==> src/rtl/qgpio_port_pkg.sv <==
// Shared definitions for the qgpio_port block: register indices, widths and
// the register-port FSM state encoding.
package qgpio_port_pkg;

    localparam int unsigned REG_W  = 32;
    localparam int unsigned ADDR_W = 3;
    localparam int unsigned CNT_W  = 8;

    localparam logic [ADDR_W-1:0] REG_DATA_OUT   = 3'd0;
    localparam logic [ADDR_W-1:0] REG_OE         = 3'd1;
    localparam logic [ADDR_W-1:0] REG_DATA_IN    = 3'd2;
    localparam logic [ADDR_W-1:0] REG_IRQ_EN     = 3'd3;
    localparam logic [ADDR_W-1:0] REG_IRQ_STATUS = 3'd4;
    localparam logic [ADDR_W-1:0] REG_EDGE_SEL   = 3'd5;

    typedef enum logic {
        IDLE = 1'b0,
        RESP = 1'b1
    } state_e;

endpackage

==> src/rtl/qgpio_debounce.sv <==
// Per-pin input conditioning: 2-flop synchronizer, counter debouncer and
// rise/fall pulses that coincide with the edge at which stable_o changes.
// Ports: clk/rst (sync, active-high), pin_i async pin, stable_o debounced
// level, rise_c/fall_c combinational pulses (high in the cycle before the
// edge at which stable_o flips).
module qgpio_debounce
    import qgpio_port_pkg::*;
#(
    parameter int unsigned DEBOUNCE_CYCLES = 4
) (
    input  logic clk,
    input  logic rst,
    input  logic pin_i,
    output logic stable_o,
    output logic rise_c,
    output logic fall_c
);

    localparam logic [CNT_W-1:0] CNT_MAX = CNT_W'(DEBOUNCE_CYCLES);

    logic             sync1_q, sync1_d;
    logic             sync2_q, sync2_d;
    logic             stable_q, stable_d;
    logic [CNT_W-1:0] cnt_q, cnt_d;

    // Counter runs only while the synchronized input disagrees with the
    // debounced level; reaching CNT_MAX commits the new level.
    always_comb begin
        sync1_d  = pin_i;
        sync2_d  = sync1_q;
        stable_d = stable_q;
        cnt_d    = '0;
        if (sync2_q != stable_q) begin
            if (cnt_q + CNT_W'(1) == CNT_MAX) begin
                stable_d = sync2_q;
            end else begin
                cnt_d = cnt_q + CNT_W'(1);
            end
        end
    end

    always_ff @(posedge clk) begin
        if (rst) begin
            sync1_q  <= 1'b0;
            sync2_q  <= 1'b0;
            stable_q <= 1'b0;
            cnt_q    <= '0;
        end else begin
            sync1_q  <= sync1_d;
            sync2_q  <= sync2_d;
            stable_q <= stable_d;
            cnt_q    <= cnt_d;
        end
    end

    assign stable_o = stable_q;
    assign rise_c   = stable_d & ~stable_q;
    assign fall_c   = ~stable_d & stable_q;

endmodule

==> src/rtl/qgpio_port.sv <==
// GPIO port: per-pin debounced inputs with edge interrupts, software output
// value/enable, and a single-outstanding request/response register port.
// Ports: clk/rst (sync, active-high); gpio_in async pins; gpio_out/gpio_oe
// registered pin drive; req_* request channel; rsp_* response channel;
// irq = OR of enabled interrupt status bits.
module qgpio_port
    import qgpio_port_pkg::*;
#(
    parameter int unsigned NUM_PINS        = 32,
    parameter int unsigned DEBOUNCE_CYCLES = 4
) (
    input  logic                clk,
    input  logic                rst,
    input  logic [NUM_PINS-1:0] gpio_in,
    output logic [NUM_PINS-1:0] gpio_out,
    output logic [NUM_PINS-1:0] gpio_oe,
    input  logic                req_valid,
    output logic                req_ready,
    input  logic                req_write,
    input  logic [ADDR_W-1:0]   req_addr,
    input  logic [REG_W-1:0]    req_wdata,
    output logic                rsp_valid,
    input  logic                rsp_ready,
    output logic [REG_W-1:0]    rsp_rdata,
    output logic                irq
);

    logic [NUM_PINS-1:0] data_in, rise_c, fall_c, event_c, w1c_c, wdata_pins;
    logic [NUM_PINS-1:0] data_out_q, data_out_d;
    logic [NUM_PINS-1:0] oe_q, oe_d;
    logic [NUM_PINS-1:0] irq_en_q, irq_en_d;
    logic [NUM_PINS-1:0] irq_status_q, irq_status_d;
    logic [NUM_PINS-1:0] edge_sel_q, edge_sel_d;
    state_e              state_q, state_d;
    logic                req_ready_q, req_ready_d;
    logic                rsp_valid_q, rsp_valid_d;
    logic [REG_W-1:0]    rsp_rdata_q, rsp_rdata_d;
    logic [REG_W-1:0]    rdata_c;
    logic                accept_c;

    for (genvar i = 0; i < NUM_PINS; i++) begin : g_pin
        qgpio_debounce #(
            .DEBOUNCE_CYCLES(DEBOUNCE_CYCLES)
        ) u_debounce (
            .clk     (clk),
            .rst     (rst),
            .pin_i   (gpio_in[i]),
            .stable_o(data_in[i]),
            .rise_c  (rise_c[i]),
            .fall_c  (fall_c[i])
        );
    end

    assign wdata_pins = req_wdata[NUM_PINS-1:0];
    assign accept_c   = req_valid & req_ready_q;
    // EDGE_SEL is taken from the flop, so a write only affects later edges.
    assign event_c    = (rise_c & edge_sel_q) | (fall_c & ~edge_sel_q);

    // Read mux over register contents before the accept edge.
    always_comb begin
        rdata_c = '0;
        case (req_addr)
            REG_DATA_OUT:   rdata_c = REG_W'(data_out_q);
            REG_OE:         rdata_c = REG_W'(oe_q);
            REG_DATA_IN:    rdata_c = REG_W'(data_in);
            REG_IRQ_EN:     rdata_c = REG_W'(irq_en_q);
            REG_IRQ_STATUS: rdata_c = REG_W'(irq_status_q);
            REG_EDGE_SEL:   rdata_c = REG_W'(edge_sel_q);
            default:        rdata_c = '0;
        endcase
    end

    // Register writes, W1C status (new events win over clears) and port FSM.
    always_comb begin
        data_out_d  = data_out_q;
        oe_d        = oe_q;
        irq_en_d    = irq_en_q;
        edge_sel_d  = edge_sel_q;
        w1c_c       = '0;
        state_d     = state_q;
        rsp_rdata_d = rsp_rdata_q;

        if (accept_c && req_write) begin
            case (req_addr)
                REG_DATA_OUT:   data_out_d = wdata_pins;
                REG_OE:         oe_d       = wdata_pins;
                REG_IRQ_EN:     irq_en_d   = wdata_pins;
                REG_IRQ_STATUS: w1c_c      = wdata_pins;
                REG_EDGE_SEL:   edge_sel_d = wdata_pins;
                default:        ;
            endcase
        end

        irq_status_d = (irq_status_q & ~w1c_c) | event_c;

        case (state_q)
            IDLE: begin
                if (accept_c) begin
                    state_d     = RESP;
                    rsp_rdata_d = req_write ? '0 : rdata_c;
                end
            end
            RESP: begin
                if (rsp_ready) state_d = IDLE;
            end
            default: state_d = IDLE;
        endcase

        req_ready_d = (state_d == IDLE);
        rsp_valid_d = (state_d == RESP);
    end

    always_ff @(posedge clk) begin
        if (rst) begin
            data_out_q   <= '0;
            oe_q         <= '0;
            irq_en_q     <= '0;
            irq_status_q <= '0;
            edge_sel_q   <= '0;
            state_q      <= IDLE;
            req_ready_q  <= 1'b0;
            rsp_valid_q  <= 1'b0;
            rsp_rdata_q  <= '0;
        end else begin
            data_out_q   <= data_out_d;
            oe_q         <= oe_d;
            irq_en_q     <= irq_en_d;
            irq_status_q <= irq_status_d;
            edge_sel_q   <= edge_sel_d;
            state_q      <= state_d;
            req_ready_q  <= req_ready_d;
            rsp_valid_q  <= rsp_valid_d;
            rsp_rdata_q  <= rsp_rdata_d;
        end
    end

    assign gpio_out  = data_out_q;
    assign gpio_oe   = oe_q;
    assign req_ready = req_ready_q;
    assign rsp_valid = rsp_valid_q;
    assign rsp_rdata = rsp_rdata_q;
    assign irq       = |(irq_status_q & irq_en_q);

endmodule
==> config.mk <==
export PLATFORM = sky130hd
export DESIGN_NAME = qgpio_port
export DESIGN_NICKNAME = d
export VERILOG_FILES = /design/src/rtl/qgpio_port_pkg.sv /design/src/rtl/qgpio_debounce.sv /design/src/rtl/qgpio_port.sv
export SDC_FILE = /design/constraint.sdc
export NUM_CORES = 1
export LEC_CHECK = 0
export CORE_MARGIN = 2
export CORE_UTILIZATION = 50
export DETAILED_ROUTE_END_ITERATION = 10
export GPL_TIMING_DRIVEN = 0
export PLACE_DENSITY_LB_ADDON = 0.1
export SETUP_SLACK_MARGIN = 0.4
export SYNTH_ARGS = -nofsm -noshare
export SYNTH_HDL_FRONTEND = slang
export SYNTH_HIERARCHICAL = 1
export SYNTH_SLANG_ARGS = --single-unit
==> constraint.sdc <==
create_clock -name clk -period 5.12 [get_ports clk]
set_input_delay 0.512 -clock clk [delete_from_list [all_inputs] [get_ports clk]]
set_output_delay 0.512 -clock clk [all_outputs]
set_load 0.01 [all_outputs]
Yosys cells after proc, flatten, opt, wreduce, memory -nomap -nowiden:

Index checks and enable logic that the tools add are counted.

* register bits after elaboration: 546
* input bits: 72
* output and inout bits: 99
* word-level logic and storage cells: 519

* $add $sub $neg: 32
* equal/unequal tests: 69
* mux-type cells: 71
* bitwise gates (word level): 171
* reductions and logical operators: 40

Operators by type and width (count)
* $add A8 B1 Y8 const B: 32
* $eq A8 B3 Y1 const B: 32
* $pmux W32 S6: 1
* $and A32 B32 Y32: 4
* $not A1 Y1: 98
* $mux W32: 3
* $reduce_or A3 Y1: 32
* $mux W1: 66
* $and A1 B1 Y1: 65
* $not A32 Y32: 2
* $or A32 B32 Y32: 2
* $ne A1 B1 Y1: 32
* $reduce_or A32 Y1: 1
* $reduce_and A2 Y1: 5
* $eq A3 B2 Y1 const B: 2
* $eq A3 B3 Y1 const B: 2
* $eq A3 B1 Y1 const B: 1
* $logic_not A3 Y1: 1
* $pmux W1 S2: 1
* $logic_and A1 B1 Y1: 1

Logic depth before layout (Yosys ltp):

* depth after elaboration: 9
* depth in mapped cells: 9
* depth with buffers taken out: 9

By module:

Netlist, hierarchy kept.

By module, submodules not included
* qgpio_debounce (g_pin[0].u_debounce ...): times used 31, cells an instance 59, area each 546.8 µm², sequential area each 220.2 µm²
* qgpio_port: times used 1, cells an instance 988, area each 8632.0 µm², sequential area each 3883.7 µm²
* qgpio_debounce (g_pin[9].u_debounce): times used 1, cells an instance 47, area each 455.4 µm², sequential area each 220.2 µm²

Worst setup path before layout:

No wires, ideal clock.

* path type: flip-flop to flip-flop
* start: register g_pin[10].u_debounce.cnt_q[0]
* end: register irq_status_q[10]
* arrival: 2032 ps
* path slack: 3002 ps
* cell stages (with the launch flop): 10
* buffers on the path: 0
* period minus slack after synthesis: 2118 ps
* cell sequence: dfxtp_1 -> ha_1 -> nand3_2 -> xor2_1 -> nand2_1 -> or4_4 -> nor2_1 -> mux2i_1 -> and3_1 -> a211oi_1

* elaborated cells on any way between the ends: 11
* classes of those cells: 1 x add/sub; 1 x eq/ne; 2 x mux; 7 x bitwise

RTL lines
* start, declared: line qgpio_debounce.sv:24 `logic [CNT_W-1:0] cnt_q, cnt_d;`
* start signal, assigned: line qgpio_debounce.sv:52 `cnt_q <= cnt_d;`
* $add A8 B1 Y8: line qgpio_debounce.sv:34 `if (cnt_q + CNT_W'(1) == CNT_MAX) begin`
* $eq A8 B3 Y1: line qgpio_debounce.sv:34
* $mux W1: line qgpio_debounce.sv:34
* $mux W1: line qgpio_debounce.sv:33 `if (sync2_q != stable_q) begin`
* $and A1 B1 Y1: line qgpio_debounce.sv:57 `assign rise_c = stable_d & ~stable_q;`
* via rise_c[10]: line qgpio_port.sv:28 `logic [NUM_PINS-1:0] data_in, rise_c, fall_c, event_c, w1c_c, wdata_pins;`
* $and A32 B32 Y32: line qgpio_port.sv:57 `assign event_c = (rise_c & edge_sel_q) | (fall_c & ~edge_sel_q);`
* $or A32 B32 Y32: line qgpio_port.sv:57
* $or A32 B32 Y32: line qgpio_port.sv:94 `irq_status_d = (irq_status_q & ~w1c_c) | event_c;`
* end signal, assigned: line qgpio_port.sv:128 `irq_status_q <= irq_status_d;`
* end, declared: line qgpio_port.sv:32 `logic [NUM_PINS-1:0] irq_status_q, irq_status_d;`

The timed path passes the listed nets, and every way through them passes these cells.
A chain may end at the register's enable or synchronous reset.

Final worst setup path:

* start: register irq_status_q[23]
* end: output port irq

* word-level cells in the longest chain between the ends: 2

Ends and longest elaborated chain
* $and A32 B32 Y32: line qgpio_port.sv:142 `assign irq = |(irq_status_q & irq_en_q);`
* $reduce_or A32 Y1: line qgpio_port.sv:142
* end, declared: line qgpio_port.sv:25 `output logic irq`

No other way between the ends.

==> qor.yml <==
critical_path:
  rrSetupSlack_ns: 2.46
  setup.worst_path.end: "irq"
  crit_path_max_fanout: 3
  critPathLaunch: "irq_status_q[23]$_SDFF_PP0_"
  cp-end-kind: "output port"
  start_kind: "flop"
  reg2reg_from: "req_ready$_SDFF_PP0_"
  critPathKind: "flop to output port"
  critPathArrivalTime_ns: 2.66
  reg2reg_to: "irq_status_q[17]$_SDFF_PP0_"
  cp.required_ns: 4.61
  reg2reg_depth: 5
global_routing:
  antenna_found_initial: 9
  grtUsageMet2: 0.444
  busiest_layer: "met2"
  grt_pass1_vias: 21400
  grt_max_degree: 82
  grt_use_met3: 0.0727
  grt_util_met1: 0.332
  grt_first_pass_wirelength_mm: 115
  grt.total_usage: 0.270
  overflow: 0
layout:
  largest_reg_flops: 256
  area_growth_pct: 17.7
  regMostFlops: "g_pin.u_debounce/cnt_q"
  fin_nets: 3231
  final_util: 0.596
  fill_cells: 4443
  fin_cells: 3826
  drive_gt1_frac: 0.132
place:
  finalWeightedCongestion: 0.933
  numPortBuffers: 170
  place_inst: 3715
  hpwl_mm: 54.1
power_and_ir_drop:
  p_int_mw: 7.08
  p_seq_frac: 0.476
  pwr-share-clk: 0.487
  p_leak_nw: 11.3
  total_power_mw: 9.07
  swShare: 0.220
  p_sw_mw: 1.99
  power_density_nw_per_um2: 296
  ir_worst_vdd_mv: 0.259
  pwr-share-comb: 0.036
logic_synthesis:
  synth_edf_count: 0
  synth_top_area_frac: 0.420
  ys_seq_area_frac: 0.420
  synth_ff_type: "dfxtp_1"
  synth_area_um2: 26000
  synth.area.top_cells: "dfxtp_1, nand2_1, a21oi_1"
  syn_inst: 2864
  ys_types: 58
  async_reset_ff_frac: 0
  avgSynthCellArea_um2: 9.09
  yosys.area.top_type: "dfxtp_1"
  ys_ff_latch: 546
  synth_nets: 2999
  yosys_warnings: 6
clock_tree:
  ctsResizeCount: 0
  postCtsHoldBufs: 0
  post-cts-setup-buffers: 0
  h-tree-depth: 2
  clock_sinks: 546
  numCtsBuffers: 59
  cts_root_buf: "clkbuf_16"
  worstSkewPairLatency_ns: 0.62
  clk_pin_slew_ns: 0.06
  cts_buffer_depth: 3
  tritoncts: "done"
timing:
  tightest_slew_ns: 1.10
  rsz0062_at_grt: "false"
  tns_ns: 0
  hold_viol: 0
  layout_min_cycle_time_ns: 3.17
  hold_ws_ns: 0.355
  setup-violations-final: 0
  finalCritPeriodShare: 0.620
  drv_slew: 0
  clock.fmax_ghz: 0.315
  slew_headroom: 0.265
  fin_skew_ns: 0.0217
flow_run:
  max_cap_violations: 0
hold_path:
  min_path_type: "input pin to flop"
  min_from: "rst"
floorplan:
  fp.dieH_um: 232
  dieArea_um2: 53900
  ios: 171
  die_width_um: 232
  num_rows: 83
  core_um2: 51400
  start_util: 0.507
route:
  drt_wl_total_mm: 73.9
  ant_nets: 0
  routedWlPerCell_um: 19.3
  drtIter0Drc: 1685
  post_drt_via_cell_ratio: 5.72
  vias: 21900
  first_pass_iters: 5
  drc_errors: 0
run_status:
  status: "finished, final reports clean"
==> final cells by class <==
type | instances | area (um^2) | share of cell area
buffer | 104 | 732 | 0.0239
antenna | 6 | 15.0 | 0.000490
clock buffer | 85 | 1790 | 0.0583
multi-input combinational | 2145 | 14100 | 0.460
inverter | 69 | 259 | 0.00845
clock inverter | 20 | 235 | 0.00767
timing repair buffer | 171 | 1730 | 0.0564
sequential | 546 | 10900 | 0.357
tap | 680 | 851 | 0.0278
==> synth_stat cells, types with 30 or more instances <==
master and n:
xor2_1 65, nor2_1 193, nand4_1 35, dfxtp_1 546, and3_1 63, o41ai_2 31
and3b_1 34, clkbuf_1 50, mux2i_1 95, ha_1 63, or3_1 96, nor3_2 32
o21ai_1 45, or4_4 31, a21oi_1 256, a21o_1 31, a211oi_1 33, nand3_1 34
nand2_1 448, nand3_2 63, a22oi_1 30, inv_1 69, buf_6 34, nor2b_1 66
nand2b_1 188, o21ai_2 62, o211ai_1 36, a21boi_0 31
==> cells in the final DEF (no fill, tap or decap), types with 21 or more instances in the layout <==
master and n:
nand2_1 448, and3_1 63, o21ai_1 45, clkbuf_1 57, nand4_1 35, a21oi_1 256
or3_1 96, o21ai_2 62, mux2i_1 95, nand3_1 34, buf_6 35, xor2_1 65
nand2b_1 188, a22oi_1 30, and3b_1 34, a211oi_1 33, nor2_1 193, nor3_2 32
a21o_1 31, ha_1 63, or4_4 31, nor2b_1 66, dfxtp_1 546, clkdlybuf4s50_1 169
nand3_2 63, inv_1 69, o211ai_1 36, o41ai_2 31, a21boi_0 31, clkbuf_16 61
mux4_2 21
==> power groups by stage <==
stage,logic [mW],clock network (mW),registers (mW)
floorplan,0.147,0,4.40
CTS,0.325,4.50,4.32
detailed placement,0.323,0,4.41
global placement,0.323,0,4.41
finish,0.330,4.42,4.32
global route,0.346,4.67,4.32
==> worst max-delay path, cell delays in order, from the launching register on <==
cell             delay (ns)
dfxtp_1                0.34
a22oi_1                0.29
nand4_1                0.21
or4_1                  0.69
clkdlybuf4s50_1        0.54
==> per-stage QoR <==
step	area, um^2	setup WS (ns)
floorplan	26000	3.00
global placement	28600	-1.76
detailed placement	28600	1.86
CTS	30600	1.98
global route	30600	1.91
finish	30700	1.95
==> how the worst min path moves through the flow <==
stage	cells past startpoint	to	slack (ns)
5_1_grt	2	g_pin[8].u_debounce/sync1_q$_SDFF_PP0_	0.38
3_3_place_gp	1	g_pin[9].u_debounce/sync2_q$_SDFF_PP0_	0.42
4_1_cts	2	g_pin[18].u_debounce/sync2_q$_SDFF_PP0_	0.34
3_5_place_dp	1	g_pin[5].u_debounce/sync2_q$_SDFF_PP0_	0.42
2_1_floorplan	1	g_pin[0].u_debounce/sync2_q$_SDFF_PP0_	0.41
6_report	2	g_pin[20].u_debounce/sync1_q$_SDFF_PP0_	0.35
==> cell families (layout without fill, tap and decap cells) <==
family,Yosys count,in the layout,share of synthesized area
buffers and inverters,173,449,0.0381
adder cells (fa/ha/maj),63,63,0.0303
other,0,6,0
multiplexers,127,127,0.0617
flip-flops,546,546,0.420
XOR/XNOR,66,66,0.0222
AND/OR/NAND/NOR,1303,1303,0.273
AO/OA/AOI/OAI,586,586,0.155
==> routing by layer <==
layer  vias to the layer above  routed length, um
li1                      10500                  -
met1                     10500              30300
met2                       675              34300
met3                       163               6410
met4                         8               2820
met5                         -                 56
No activity file was read; power rests on OpenSTA's default activity.
